$ cat src/rtl/fetch_cycle_bp_pkg.sv
// Shared fetch-pipeline definitions: bubble constant, counter encodings, F/D record.
package fetch_cycle_bp_pkg;

  localparam logic [31:0] RESET_PC_DEFAULT = 32'h0000_0000;
  localparam logic [31:0] NOP_BUBBLE       = 32'h0000_0000;

  typedef enum logic [1:0] {
    CTR_SNT = 2'b00,
    CTR_WNT = 2'b01,
    CTR_WT  = 2'b10,
    CTR_ST  = 2'b11
  } ctr_e;

  typedef struct packed {
    logic [31:0] instr;
    logic [31:0] pc;
    logic [31:0] pcPlus4;
    logic        pred;
    logic [31:0] predPc;
  } fdReg_t;

  function automatic ctr_e ctrNext(input ctr_e c, input logic taken);
    if (taken) return (c == CTR_ST) ? CTR_ST : ctr_e'(c + 2'b01);
    return (c == CTR_SNT) ? CTR_SNT : ctr_e'(c - 2'b01);
  endfunction

endpackage

$ cat src/rtl/fetch_cycle_bp_btb_predictor.sv
// Direct-mapped BTB with 2-bit saturating counters; lookup is combinational,
// update is registered so a same-cycle lookup sees the old entry.
module btb_predictor
  import fetch_cycle_bp_pkg::*;
#(
  parameter int BTB_ENTRIES = 16
) (
  input  logic        clk,
  input  logic        rst,
  input  logic [31:0] lookupPc,
  output logic        predTaken,
  output logic [31:0] predTarget,
  input  logic        updEn,
  input  logic        updTaken,
  input  logic [31:0] updPc,
  input  logic [31:0] updTarget
);

  localparam int IDXW = $clog2(BTB_ENTRIES);
  localparam int TAGW = 30 - IDXW;

  logic              validQ  [BTB_ENTRIES];
  logic [TAGW-1:0]   tagQ    [BTB_ENTRIES];
  logic [31:0]       targetQ [BTB_ENTRIES];
  ctr_e              ctrQ    [BTB_ENTRIES];

  logic [IDXW-1:0] lkIdx, updIdx;
  logic [TAGW-1:0] lkTag, updTag;
  logic [1:0]      lkCtr;
  logic            lkHit, updHit;
  logic [3:0]      unusedLowBits;

  assign lkIdx  = lookupPc[IDXW+1:2];
  assign lkTag  = lookupPc[31:IDXW+2];
  assign updIdx = updPc[IDXW+1:2];
  assign updTag = updPc[31:IDXW+2];
  assign unusedLowBits = {lookupPc[1:0], updPc[1:0]};

  assign lkCtr      = ctrQ[lkIdx];
  assign lkHit      = validQ[lkIdx] && (tagQ[lkIdx] == lkTag);
  assign predTaken  = lkHit && lkCtr[1];
  assign predTarget = targetQ[lkIdx];

  assign updHit = validQ[updIdx] && (tagQ[updIdx] == updTag);

  always_ff @(posedge clk or posedge rst) begin
    if (rst) begin
      for (int i = 0; i < BTB_ENTRIES; i++) begin
        validQ[i]  <= 1'b0;
        tagQ[i]    <= '0;
        targetQ[i] <= '0;
        ctrQ[i]    <= CTR_WNT;
      end
    end else if (updEn) begin
      if (updHit) begin
        ctrQ[updIdx] <= ctrNext(ctrQ[updIdx], updTaken);
        if (updTaken) targetQ[updIdx] <= updTarget;
      end else if (updTaken) begin
        // Only taken branches earn an entry; fresh entries start weakly taken.
        validQ[updIdx]  <= 1'b1;
        tagQ[updIdx]    <= updTag;
        targetQ[updIdx] <= updTarget;
        ctrQ[updIdx]    <= CTR_WT;
      end
    end
  end

endmodule

$ cat src/rtl/fetch_cycle_bp.sv
// Fetch stage: PC select with BTB prediction, and the F/D pipeline register.
module fetch_cycle_bp
  import fetch_cycle_bp_pkg::*;
#(
  parameter logic [31:0] RESET_PC    = RESET_PC_DEFAULT,
  parameter int          BTB_ENTRIES = 16
) (
  input  logic        clk,
  input  logic        rst,
  input  logic        StallF,
  input  logic        StallD,
  input  logic        FlushD,
  input  logic        RedirectE,
  input  logic [31:0] RedirectPCE,
  input  logic        BranchE,
  input  logic        TakenE,
  input  logic [31:0] PCE,
  input  logic [31:0] PCTargetE,
  output logic [31:0] IMemAddrF,
  input  logic [31:0] IMemRdataF,
  output logic [31:0] InstrD,
  output logic [31:0] PCD,
  output logic [31:0] PCPlus4D,
  output logic        PredictionD,
  output logic [31:0] PredictedPCD
);

  localparam fdReg_t FD_BUBBLE = '{instr: NOP_BUBBLE, pc: '0, pcPlus4: '0,
                                   pred: 1'b0, predPc: '0};

  logic [31:0] pcF, pcPlus4F, predTargetF, predNextF, nextPcF;
  logic        predTakenF;
  fdReg_t      fdQ;

  btb_predictor #(.BTB_ENTRIES(BTB_ENTRIES)) uBtb (
    .clk       (clk),
    .rst       (rst),
    .lookupPc  (pcF),
    .predTaken (predTakenF),
    .predTarget(predTargetF),
    .updEn     (BranchE),
    .updTaken  (TakenE),
    .updPc     (PCE),
    .updTarget (PCTargetE)
  );

  assign pcPlus4F  = pcF + 32'd4;
  assign predNextF = predTakenF ? predTargetF : pcPlus4F;

  // A redirect must win over a stall or the mispredicted path never drains.
  always_comb begin
    nextPcF = predNextF;
    if (RedirectE)   nextPcF = RedirectPCE;
    else if (StallF) nextPcF = pcF;
  end

  always_ff @(posedge clk or posedge rst) begin
    if (rst) pcF <= RESET_PC;
    else     pcF <= nextPcF;
  end

  always_ff @(posedge clk or posedge rst) begin
    if (rst)                       fdQ <= FD_BUBBLE;
    else if (FlushD || RedirectE)  fdQ <= FD_BUBBLE;
    else if (!StallD)              fdQ <= '{instr: IMemRdataF, pc: pcF, pcPlus4: pcPlus4F,
                                            pred: predTakenF, predPc: predNextF};
  end

  assign IMemAddrF    = pcF;
  assign InstrD       = fdQ.instr;
  assign PCD          = fdQ.pc;
  assign PCPlus4D     = fdQ.pcPlus4;
  assign PredictionD  = fdQ.pred;
  assign PredictedPCD = fdQ.predPc;

endmodule
$ cat config.mk
export PLATFORM = sky130hd
export DESIGN_NAME = fetch_cycle_bp
export DESIGN_NICKNAME = d
export VERILOG_FILES = /design/src/rtl/fetch_cycle_bp_pkg.sv /design/src/rtl/fetch_cycle_bp_btb_predictor.sv /design/src/rtl/fetch_cycle_bp.sv
export SDC_FILE = /design/constraint.sdc
export NUM_CORES = 2
export LEC_CHECK = 0
export BUFFER_PORTS_ARGS = -buffer_cell sky130_fd_sc_hd__buf_2
export CAP_MARGIN = 20
export CORE_MARGIN = 4
export CORE_UTILIZATION = 40
export CTS_CLUSTER_SIZE = 12
export DETAILED_ROUTE_END_ITERATION = 16
export PLACE_DENSITY = 0.7
export SLEW_MARGIN = 20
export SYNTH_ARGS = -nofsm -noshare
export SYNTH_HDL_FRONTEND = slang
export SYNTH_SLANG_ARGS = --single-unit
$ cat constraint.sdc
create_clock -name clk -period 36.3 [get_ports clk]
set_input_delay 7.26 -clock clk [delete_from_list [all_inputs] [get_ports clk]]
set_output_delay 7.26 -clock clk [all_outputs]
set_load 0.05 [all_outputs]
Yosys cells after proc, flatten, opt, wreduce, memory -nomap -nowiden
Index checks and enable logic that the tools add are counted.
{"block": "totals", "input_bits": 136, "register_bits": 1137, "elab_cells": 146}
{"block": "op_classes", "n_eq_ne": 5, "n_mux": 48, "magnitude_cmp": 3, "n_addsub": 3, "bitwise": 7, "n_reduce_logical": 10}
{"operator": "512-bit bitwise mux", "count": 1}
{"operator": "416-bit bitwise mux", "count": 1}
{"operator": "129-bit two-way mux", "count": 2}
{"operator": "32-bit two-way mux", "count": 8}
{"operator": "26-bit binary-select mux with 4-bit select", "count": 2}
{"operator": "26-bit two-way mux", "count": 5}
{"operator": "32-bit binary-select mux with 4-bit select", "count": 1}
{"operator": "32-bit demux with 4-bit select", "count": 1}
{"operator": "26-bit demux with 4-bit select", "count": 1}
{"operator": "26-bit equality test", "count": 2}
{"operator": "32-bit by 3-bit adder with 32-bit output, second input constant", "count": 1}
{"operator": "32-bit bitwise mux", "count": 1}
{"operator": "16-bit bitwise OR", "count": 2}
{"operator": "2-bit two-way mux", "count": 11}
{"operator": "16-bit AND", "count": 1}
{"operator": "2-bit binary-select mux with 4-bit select", "count": 2}
{"operator": "16-bit NOT", "count": 1}
{"operator": "5-bit >= comparator, second input constant", "count": 2}
{"operator": "4-bit NOT with 5-bit output", "count": 2}
{"operator": "1-bit binary-select mux with 4-bit select", "count": 2}
{"operator": "2-bit demux with 4-bit select", "count": 1}
{"operator": "1-bit two-way mux", "count": 8}
{"operator": "5-bit by 1-bit less-than comparator with 1-bit output, second input constant", "count": 1}
{"operator": "1-bit demux with 4-bit select", "count": 1}
{"operator": "11 further kinds", "count": 16}

Logic depth before layout (Yosys ltp)
{"block": "logic_depth", "depth_word": 13, "ltp_mapped": 17}

By module
A second synthesis with hierarchy kept.
{"block": "hier_totals", "cells_unflattened": 3949, "hier_area_um2": 55884.8}
{"mod": "btb_predictor", "cells_per_inst": 3258, "area_per_inst_um2": 48669.2, "n_inst": 1}
{"mod": "fetch_cycle_bp", "cells_per_inst": 691, "area_per_inst_um2": 7215.7, "n_inst": 1}

Least setup slack after synthesis
OpenSTA, ideal clock, no wires.
{"block": "synth_path", "path_type": "in2reg", "from": "input port PCE[2]", "to": "register uBtb.tagQ[190] in the netlist's numbering", "setup_slack_ns": 25.846, "cell_stages": 14, "path_buffers": 6, "t_arrival_ns": 10.329, "cell_sequence": "buf_6 -> buf_6 -> buf_2 -> mux4_2 -> mux4_2 -> xnor2_1 -> nand4_1 -> nor2_1 -> and4bb_1 -> buf_6 -> buf_8 -> nor2_2 -> buf_6 -> mux2_2"}
{"block": "synth_between", "elab_chain_cells": 8, "elab_cells_between_ends": 17, "classes_between": "order compare: 2; eq/ne: 1; mux: 9; bitwise: 2; reduce/logical: 3"}
{"item": "from (decl)", "line": "fetch_cycle_bp.sv:17", "source": "input logic [31:0] PCE,"}
{"item": "4-bit NOT with 5-bit output (implied by the code) (*)", "line": "fetch_cycle_bp_btb_predictor.sv:44, fetch_cycle_bp_btb_predictor.sv:61"}
{"item": "26-bit binary-select mux with 4-bit select", "line": "fetch_cycle_bp_btb_predictor.sv:44", "source": "assign updHit = validQ[updIdx] && (tagQ[updIdx] == updTag);"}
{"item": "26-bit two-way mux (implied by the code) (2 in a row)", "line": "fetch_cycle_bp_btb_predictor.sv:44"}
{"item": "26-bit equality test", "line": "fetch_cycle_bp_btb_predictor.sv:44"}
{"item": "1-bit logical AND", "line": "fetch_cycle_bp_btb_predictor.sv:44"}
{"item": "1-bit NOT (no source line)"}
{"item": "3-bit AND reduction (no source line)"}
{"item": "to (signal, indexed assignment)", "line": "fetch_cycle_bp_btb_predictor.sv:61", "source": "tagQ[updIdx] <= updTag;"}
{"item": "to (decl)", "line": "fetch_cycle_bp_btb_predictor.sv:23", "source": "logic [TAGW-1:0] tagQ [BTB_ENTRIES];"}
Every way passes the cells marked *; elsewhere a longest branch is shown, timed or not. The select of a mux whose other input is x is not followed.
A chain may end at the register's enable or synchronous reset.

==> metrics.txt <==
R2R depth 12; largest net degree at the start of global routing 175; clock buffer depth 3; dpl hpwl 115000 um; first-pass GRT wire length 271000 um; cell mode on critical path buf_4; syn avg cell area 12.5 um2; post-synth top area cell dfrtp_1; register area share after synthesis 50.7%; Yosys cell types 73; top-area cell type share of the netlist area 49.9%; crit-path max FO 162; num ports 297; reg2reg start IMemAddrF[3]; Post-Layout Inst Area 62600 um2; Post-DP Area 59200 um2; total CTS buffers 113; initial antenna violation count 38; CP endpoint IMemAddrF[5]; Slew Limit Fails 0; post-CTS setup buffer count 0; std cell rows 137; first-pass detailed-route iteration total 5; Synth Net Count 4639; Total Power 3540 uW; CP top delay family buffers and inverters; reg-to-reg endpoint PredictedPCD[15]; Slew headroom 26.4%; count leader, synth dfrtp_1; Worst Clk Skew 0.0343 ns; Final Cycle Share 33.7%; via count of the first global-routing pass 39500; Max Cap Viol 0; flop2flop setup slack 29.89 ns; mapped cell area 56100 um2; Worst-path clk slew 0.07 ns; top cells by area, synth dfrtp_1, mux2_2, mux4_2, nand2_1, mux2i_1; Synth top cells by count dfrtp_1, nand2_1, mux2_2; Worst path slowest cell buf_4; WL final 186000 um; worst-margin pin slew 1.10 ns; CTS resizes 0; flop and latch count out of synthesis 1135; die footprint 146000 um2; Async S/R FF share, synth 100%; Worst setup EP type async pin; Setup crit start kind input pin; Max Freq 81.9 MHz; clock latency on the worst-skew pair 0.73 ns; layout cells sized above 1 35.5%; VDD IR max 0.0420 mV; Crit Path Class in -> async; Post-CTS Hold Buffers 0; worst hold-check path type reg -> reg; top_reg_cell synth dfrtp_1; final hold viol count 0; CTS tree yes; Inst Count DP 6393; Initial DRC Count 5104; critical path data required time 36.92 ns; Avg WL per Cell 28.2 um; min cycle time layout 12.22 ns; clock sink total 1135; Synth warnings 0; Post-Synthesis Cells 4502; Antenna Violating Nets Remaining 0; grt ovf 0; Final Non-Filler Cells 6589; Critical Path Start rst; htree depth 3; RSZ-0062 raised after global routing no; RD Place Congestion 0.905; worst path buffer plus inverter count 8; Starting Density 40.2%; Die H 382 um; P&R area growth vs syn 11.6%; Post-synth EDFFs 0; post-DR vias/cell 6.10; CTS Root Cell clkbuf_16; peak per-stage delay on the critical path 0.86 ns; CP Data Arrival Time 12.84 ns; final setup fails 0; Residual DRC 0; PortBufs 294; status finished, final reports clean; Nets 4769; static leakage 0.0288 uW; die width 382 um; pwr dens 56.5 nW/um2; Core Footprint 139000 um2; GRT Util Overall 24.9%; CP Cell Sequence buf_2, clkinvlp_4, buf_4, buf_4, buf_12, buf_4, buf_4, buf_4; cell count along the critical path 8; post-route setup TNS 0 ns; via count 40200
## logic make-up (layout without fill, tap and decap cells)
group	after synthesis	after routing	synth area share [%]
muxes	1206	1206	30.4
AOI/OAI and AO/OA	365	365	4.61
adders and majority gates	3	3	0.0580
xor gates and xnor gates	66	66	1.03
buffers and inverters	404	602	3.34
other	0	13	0
DFF	1135	1135	50.7
and+or+nand+nor	1323	1323	9.89
## area by class of cell
type | instances | area, um2
clock buffers | 168 | 3250
well taps | 1876 | 2350
diodes | 13 | 32.5
repair buffers | 398 | 2320
multi-input cells | 2963 | 26000
fillers | 12500 | 76800
inverters | 21 | 85.1
clock inverters | 15 | 126
flip-flops and latches | 1135 | 28400
## how the worst min path moves through the flow
| stage | from | endpoint | slack [ns] | cells past startpoint |
|---|---|---|---|---|
| after detailed placement | uBtb.targetQ[130] | uBtb.targetQ[130] | 0.46 | 2 |
| after CTS | uBtb.targetQ[190] | uBtb.targetQ[190] | 0.47 | 2 |
| after floorplan | uBtb.targetQ[190] | uBtb.targetQ[190] | 0.44 | 2 |
| after global placement | uBtb.targetQ[202] | uBtb.targetQ[202] | 0.45 | 2 |
| final | uBtb.targetQ[210] | uBtb.targetQ[210] | 0.47 | 2 |
| after global routing | uBtb.targetQ[130] | uBtb.targetQ[130] | 0.48 | 2 |
## power by group
part | internal (uW) | switching [uW] | leakage (uW)
Combinational | 382 | 402 | 0.0126
Sequential | 1480 | 154 | 0.0146
Clock | 618 | 502 | 0.00166
Total | 2480 | 1060 | 0.0288
## cells in the final DEF, fill, tap and decap left out, drive strengths merged, types with 5 or more instances in the layout
master      n
a211oi     11
a21oi      38
a221oi     11
a22o       90
a22oi      34
a31oi       8
and2        6
and3       11
buf       397
clkbuf    169
clkinv     12
dfrtp    1119
dfstp      16
diode      13
inv        22
mux2      699
mux2i     179
mux4      328
nand2    1005
nand2b     10
nand3      58
nand3b     20
nand4      23
nor2       88
nor2b      16
nor3       24
nor4       12
nor4b       5
o2111ai     5
o21ai      81
o221ai     12
o22ai      32
or2        21
or3        15
xnor2      49
xor2       17
## worst min-delay path, stage by stage (launching register included)
cell and delay [ns]:
dfrtp_1 0.34, nand2_1 0.05, nand2_1 0.05
## flip-flops by register name (all words and copies together), names as in the netlist
signal        cells
uBtb.ctrQ        32
PredictionD       1
PCPlus4D         30
PCD              32
uBtb.targetQ    512
InstrD           32
IMemAddrF        32
PredictedPCD     32
uBtb.validQ      16
uBtb.tagQ       416
## metal layers
layer | vias to the layer above | routed length (um) | GRT usage, %
li1 | 16400 | - | -
met1 | 21200 | 74200 | 34.7
met2 | 2165 | 84700 | 37.9
met3 | 436 | 19600 | 6.62
met4 | 12 | 7160 | 8.31
met5 | - | 87 | 0
## metrics by stage
stage / hold slack [ns] / setup WS [ns] / utilization, %
2_1_floorplan: 0.441 / 13.39 / -
3_3_place_gp: 0.455 / 23.29 / 42.5
3_5_place_dp: 0.458 / 23.14 / 42.5
4_1_cts: 0.473 / 23.90 / 44.9
5_1_grt: 0.484 / 23.26 / 44.9
6_report: 0.471 / 24.08 / 44.9
Power figures use the tool's default switching activity.
